[config.mk]
export PLATFORM = sky130hd
export DESIGN_NAME = pipe_scroller
export DESIGN_NICKNAME = d
export VERILOG_FILES = /design/src/rtl/pipe_scroller.sv
export SDC_FILE = /design/constraint.sdc
export NUM_CORES = 1
export LEC_CHECK = 0
export BUFFER_PORTS_ARGS = -buffer_cell sky130_fd_sc_hd__buf_2
export CORE_UTILIZATION = 45
export CTS_CLUSTER_SIZE = 30
export DETAILED_ROUTE_END_ITERATION = 10
export GPL_ROUTABILITY_DRIVEN = 0
export GPL_TIMING_DRIVEN = 0
export SLEW_MARGIN = 20
export SYNTH_ARGS = -nofsm -noshare
export SYNTH_HDL_FRONTEND = slang
export SYNTH_SLANG_ARGS = --single-unit
[constraint.sdc]
create_clock -name clk -period 5.2 [get_ports clk]
set_input_delay 1.56 -clock clk [delete_from_list [all_inputs] [get_ports clk]]
set_output_delay 1.56 -clock clk [all_outputs]
set_load 0.05 [all_outputs]
[src/rtl/pipe_scroller.sv]
// pipe_scroller: scrolling pipe obstacle engine; define PIPE_SHRINK_EN to shrink the gap every 8th respawn
module pipe_scroller #(
  parameter int NUM_PIPES    = 3,
  parameter int SCREEN_W     = 640,
  parameter int PIPE_WIDTH   = 52,
  parameter int PIPE_SPACING = 240,
  parameter int GAP_H        = 120,
  parameter int GAP_MIN      = 40,
  parameter int GAP_MAX      = 320,
  parameter int BIRD_X       = 160,
  parameter int TICK_DIV     = 500000,
  parameter logic [15:0] LFSR_SEED = 16'hACE1
) (
  input  logic                      clk,
  input  logic                      rst,
  input  logic                      run,
  input  logic [1:0]                speed,
  output logic [32*NUM_PIPES-1:0]   pipes,
  output logic                      score_inc,
  output logic                      tick
);
  localparam int RANGE = GAP_MAX - GAP_MIN;
  localparam int TW = (TICK_DIV > 1) ? $clog2(TICK_DIV) : 1;
  localparam int GAP_MID = (GAP_MIN + GAP_MAX) / 2;
  logic [11:0] x_q [NUM_PIPES];
  logic [11:0] x_d [NUM_PIPES];
  logic [11:0] mv [NUM_PIPES];
  logic [9:0] top_q [NUM_PIPES];
  logic [9:0] top_d [NUM_PIPES];
  logic [9:0] bot_q [NUM_PIPES];
  logic [9:0] bot_d [NUM_PIPES];
  logic [NUM_PIPES-1:0] resp;
  logic [TW-1:0] cnt_q;
  logic tick_q, score_q, move, any_resp, hit;
  logic [15:0] lfsr_q;
  logic [11:0] step;
  logic [9:0] r, gap_new, h_d;
`ifdef PIPE_SHRINK_EN
  logic [2:0] rc_q, rc_d;
  logic [9:0] h_q;
  // every 8th respawning tick narrows the gap by 4, never below 64
  always_comb begin
    rc_d = any_resp ? rc_q + 3'd1 : rc_q;
    h_d = (any_resp && rc_q == 3'd7) ? ((h_q >= 10'd68) ? h_q - 10'd4 : 10'd64) : h_q;
  end
  // respawn counter and gap height
  always_ff @(posedge clk) begin
    if (rst) begin
      rc_q <= '0;
      h_q <= 10'(GAP_H);
    end else begin
      rc_q <= rc_d;
      h_q <= h_d;
    end
  end
`else
  assign h_d = 10'(GAP_H);
`endif
  // movement, respawn placement, random gap and crossing detection
  always_comb begin
    step = {10'd0, speed} + 12'd1;
    move = tick_q & run;
    r = ({1'b0, lfsr_q[8:0]} <= 10'(RANGE)) ? {1'b0, lfsr_q[8:0]} : {1'b0, lfsr_q[8:0]} - 10'(RANGE + 1);
    gap_new = (r <= 10'(RANGE)) ? 10'(GAP_MIN) + r : 10'(GAP_MAX);
    hit = 1'b0;
    for (int i = 0; i < NUM_PIPES; i++) begin
      resp[i] = !(x_q[i] >= step && x_q[i] + 12'(PIPE_WIDTH) > step);
      mv[i] = x_q[i] - step;
      hit = hit | (!resp[i] && x_q[i] + 12'(PIPE_WIDTH) >= 12'(BIRD_X) && mv[i] + 12'(PIPE_WIDTH) < 12'(BIRD_X));
    end
    any_resp = move & |resp;
    for (int i = 0; i < NUM_PIPES; i++) begin
      x_d[i] = !move ? x_q[i] : resp[i] ? mv[(i + NUM_PIPES - 1) % NUM_PIPES] + 12'(PIPE_SPACING) : mv[i];
      top_d[i] = (move && resp[i]) ? gap_new : top_q[i];
      bot_d[i] = (move && resp[i]) ? gap_new + h_d : bot_q[i];
    end
  end
  // state registers, tick divider and free-running LFSR
  always_ff @(posedge clk) begin
    if (rst) begin
      for (int i = 0; i < NUM_PIPES; i++) begin
        x_q[i] <= 12'(SCREEN_W + i * PIPE_SPACING);
        top_q[i] <= 10'(GAP_MID);
        bot_q[i] <= 10'(GAP_MID + GAP_H);
      end
      cnt_q <= '0;
      tick_q <= 1'b0;
      score_q <= 1'b0;
      lfsr_q <= LFSR_SEED;
    end else begin
      x_q <= x_d;
      top_q <= top_d;
      bot_q <= bot_d;
      cnt_q <= (cnt_q == TW'(TICK_DIV - 1)) ? '0 : cnt_q + 1'b1;
      tick_q <= (cnt_q == TW'(TICK_DIV - 1));
      score_q <= move & hit;
      lfsr_q <= {1'b0, lfsr_q[15:1]} ^ (lfsr_q[0] ? 16'hB400 : 16'h0000);
    end
  end
  genvar g;
  generate
    for (g = 0; g < NUM_PIPES; g++) begin : g_out
      assign pipes[32*g +: 32] = {x_q[g] < 12'(SCREEN_W), x_q[g][10:0], top_q[g], bot_q[g]};
    end
  endgenerate
  assign tick = tick_q;
  assign score_inc = score_q;
endmodule
==> reports/metrics.yaml <==
run_status:
  status: "finished clean"
cts:
  htree_levels: 4
  cts_made_buffers: 17
  clk_pin_slew_ns: 0.07
  cts_setup_buffers: 0
  cts_tree: "done"
  clock_latency_ns: 0.43
  clk_path_buf_depth: 2
  clkSinkCount: 124
  clockRootBuffer: "clkbuf_16"
drt:
  dr_total_vias: 8634
  drt_iter0_drc: 500
  drc: 0
  dr.pass1.iters: 5
  drt_wl_total_um: 27800
  wl_per_cell_um: 18.4
  antenna_left: 0
  via_per_inst: 5.71
floorplanning:
  die_h_um: 142
  pin_count: 103
  rows: 50
  die_area_um2: 20200
  coreArea_um2: 19000
  floorplan.initialDensity_pct: 46.6
  fp.dieW_um: 142
logic_synthesis:
  async_flop_share_pct: 0
  synth_seq_area_share_pct: 28.1
  synth_nets: 1155
  netlist_area_um2: 8840
  synth_edf_count: 0
  ys_warn_count: 0
  netlist_instances: 1121
  synthDistinctLibCells: 99
  synth-seq-cells: 124
  synthFlopType: "dfxtp_1"
  syn_avg_cell_area_um2: 7.88
placement:
  io_buffers: 101
  preCtsSetupSlack_ns: -0.914
  dpl.hpwl_um: 20400
worst_setup_path:
  crit_family: "adder cells"
  max_stage_delay_ns: 0.43
  path_buf_inv: 3
  cp-start-kind: "input pin"
  setup.worst_path.class: "in -> reg"
  crit_top_cell: "ha_2"
  cp.arrival_ns: 5.30
  crit_path_top_delay_cell: "ha_2"
  required_ns: 5.50
  crit_fanout: 10
  endpoint_kind: "flip-flop"
  crit_chain: "buf_2 > ha_2 > buf_4 > buf_2 > xnor2_1 > ha_2 > o21ai_2 > and3_1 > nor2_1 > ha_2 > nand2_1 > a211o_1 > o22ai_1 > nor3b_1 > nor3_1 > o211ai_1 > nand3_1"
power_and_ir_drop:
  ir_drop_uv: 238
  cellLeakagePower_nw: 4.25
  p_per_area_nw_per_um2: 239
worst_hold_path:
  hold_class: "reg -> reg"
global_routing:
  grt-ovfl-total: 0
  grt_pass1_vias: 7806
  antenna_found_initial: 0
  grtUsageTotal_pct: 28.1
  grt_start_max_net_pins: 17
  grt_pass1_wl_um: 43400
timing:
  max_freq_mhz: 200
  setup_ws_ns: 0.202
  period_share_pct: 96.1
  slew_viol_final: 0
  hold_viol: 0
  final.setup.tns_ns: 0
  tightest_slew_ns: 0.867
  max_slew_margin_pct: 41.7
  grt_setup_unrepaired: "true"
  skew_ns: 0.0121
  setup_viol: 0
  period_needed_ns: 5.00
layout:
  mostFrequentLayoutCells: "dfxtp_1 (124), nand2_1 (116), buf_2 (115)"
  fillers: 1893
  regArea_um2: 2480
  syn_to_final_growth_pct: 16.4
  diodes: 0
  nets: 1274
  multi_input_area_um2: 5530
  final_layout_size_suffix_gt1_share_pct: 20.3
  mostFrequentLayoutCell: "dfxtp_1"
flow_run:
  cap_violations: 0
## path summary, 6_finish.rpt
check	startpoint	endpoint	slack, ns	cells past startpoint
setup / recovery	speed[0]	score_inc	0.20	17
hold / removal	lfsr_q[12]	lfsr_q[11]	0.41	1
setup reg to reg	lfsr_q[0]	pipes[7]	1.24	16
hold reg to reg	lfsr_q[12]	lfsr_q[11]	0.41	1
## worst reg2reg max path: stages, from the launching register on
cell	delay [ns]
dfxtp_1	0.30
buf_2	0.21
inv_1	0.11
ha_1	0.29
nor2b_1	0.22
o21ai_0	0.27
nand3_1	0.18
xnor2_1	0.25
ha_1	0.28
inv_1	0.06
o211ai_1	0.08
a22o_1	0.18
a211o_1	0.13
nand4_1	0.43
and2_1	0.39
o211a_1	0.13
a311o_1	0.32
## report_power, final
group	internal (mW)	switching [mW]
clock network	0.728	0.502
logic	0.0847	0.175
registers	0.960	0.00729
total	1.77	0.685
## cell families (layout without fill, tap and decap cells)
kind of cell               count (synthesis)  count (layout)  share of synthesized area (%)
DFF                                      124             124                           28.1
xor gates and xnor gates                  78              78                           7.82
AOI/OAI and AO/OA                        279             279                           22.4
buffers and inverters                    151             283                           9.57
and+or+nand+nor                          441             441                           25.8
muxes                                     19              19                           2.19
adders and majority gates                 29              29                           4.11
## through the flow
stage	hold WS, ns	power (mW)	utilization (%)	cell area [um2]	instances
6_report	0.414	2.46	54.3	10300	1513
5_1_grt	0.422	2.54	54.3	10300	1513
4_1_cts	0.418	2.46	54.2	10300	1513
3_5_place_dp	0.404	1.24	51.0	9670	1482
3_3_place_gp	0.398	1.24	51.0	9670	1482
2_1_floorplan	0.389	1.16	-	8840	1121
## sequential cells by signal, summed over array words and instances (netlist names)
signal / flops
pipes: 84
cnt_q: 19
x_q: 3
score_inc: 1
tick: 1
lfsr_q: 16
## what timing repair did
action	in CTS	in global routing
hold buffers	0	0
gates resized for setup	3	5
endpoints found under the setup margin	15	12
## cell usage after synthesis (10+ instances only)
cell type	instances	area, um2
buf_4	45	338
a31oi_1	11	68.8
nand4_1	14	87.6
and3_1	14	87.6
nand3_1	36	180
a211oi_1	25	188
a211o_1	11	96.3
nor2b_1	17	106
or2_2	10	62.6
xor2_1	29	254
xnor2_1	48	420
clkbuf_1	39	146
nand2b_1	13	81.3
nand2_1	116	435
o211ai_1	24	180
dfxtp_1	124	2480
nor3_1	23	115
ha_1	29	363
mux2i_1	16	160
buf_2	15	75.1
a21oi_1	55	275
inv_1	39	146
o31ai_1	10	75.1
or3_1	16	100
nor2_1	112	420
o21ai_0	54	270
## layout make-up
cell class              count  area share [%]
plain buffers             111            6.79
clock buffers              18            4.27
clock inverters            14            1.56
inverters                  39            1.42
multi-input cells         846            53.8
flip-flops and latches    124            24.1
well taps                 260            3.16
repair buffers            101            4.91
## per-layer routing
layer / global-route usage (%) / vias to the layer above / routed length, um
li1: - / 4236 / -
met1: 37.1 / 4034 / 12700
met2: 44.1 / 307 / 12400
met3: 7.07 / 57 / 2030
met4: 9.85 / 0 / 724
met5: 0 / - / 0
Power figures use the tool's default switching activity.
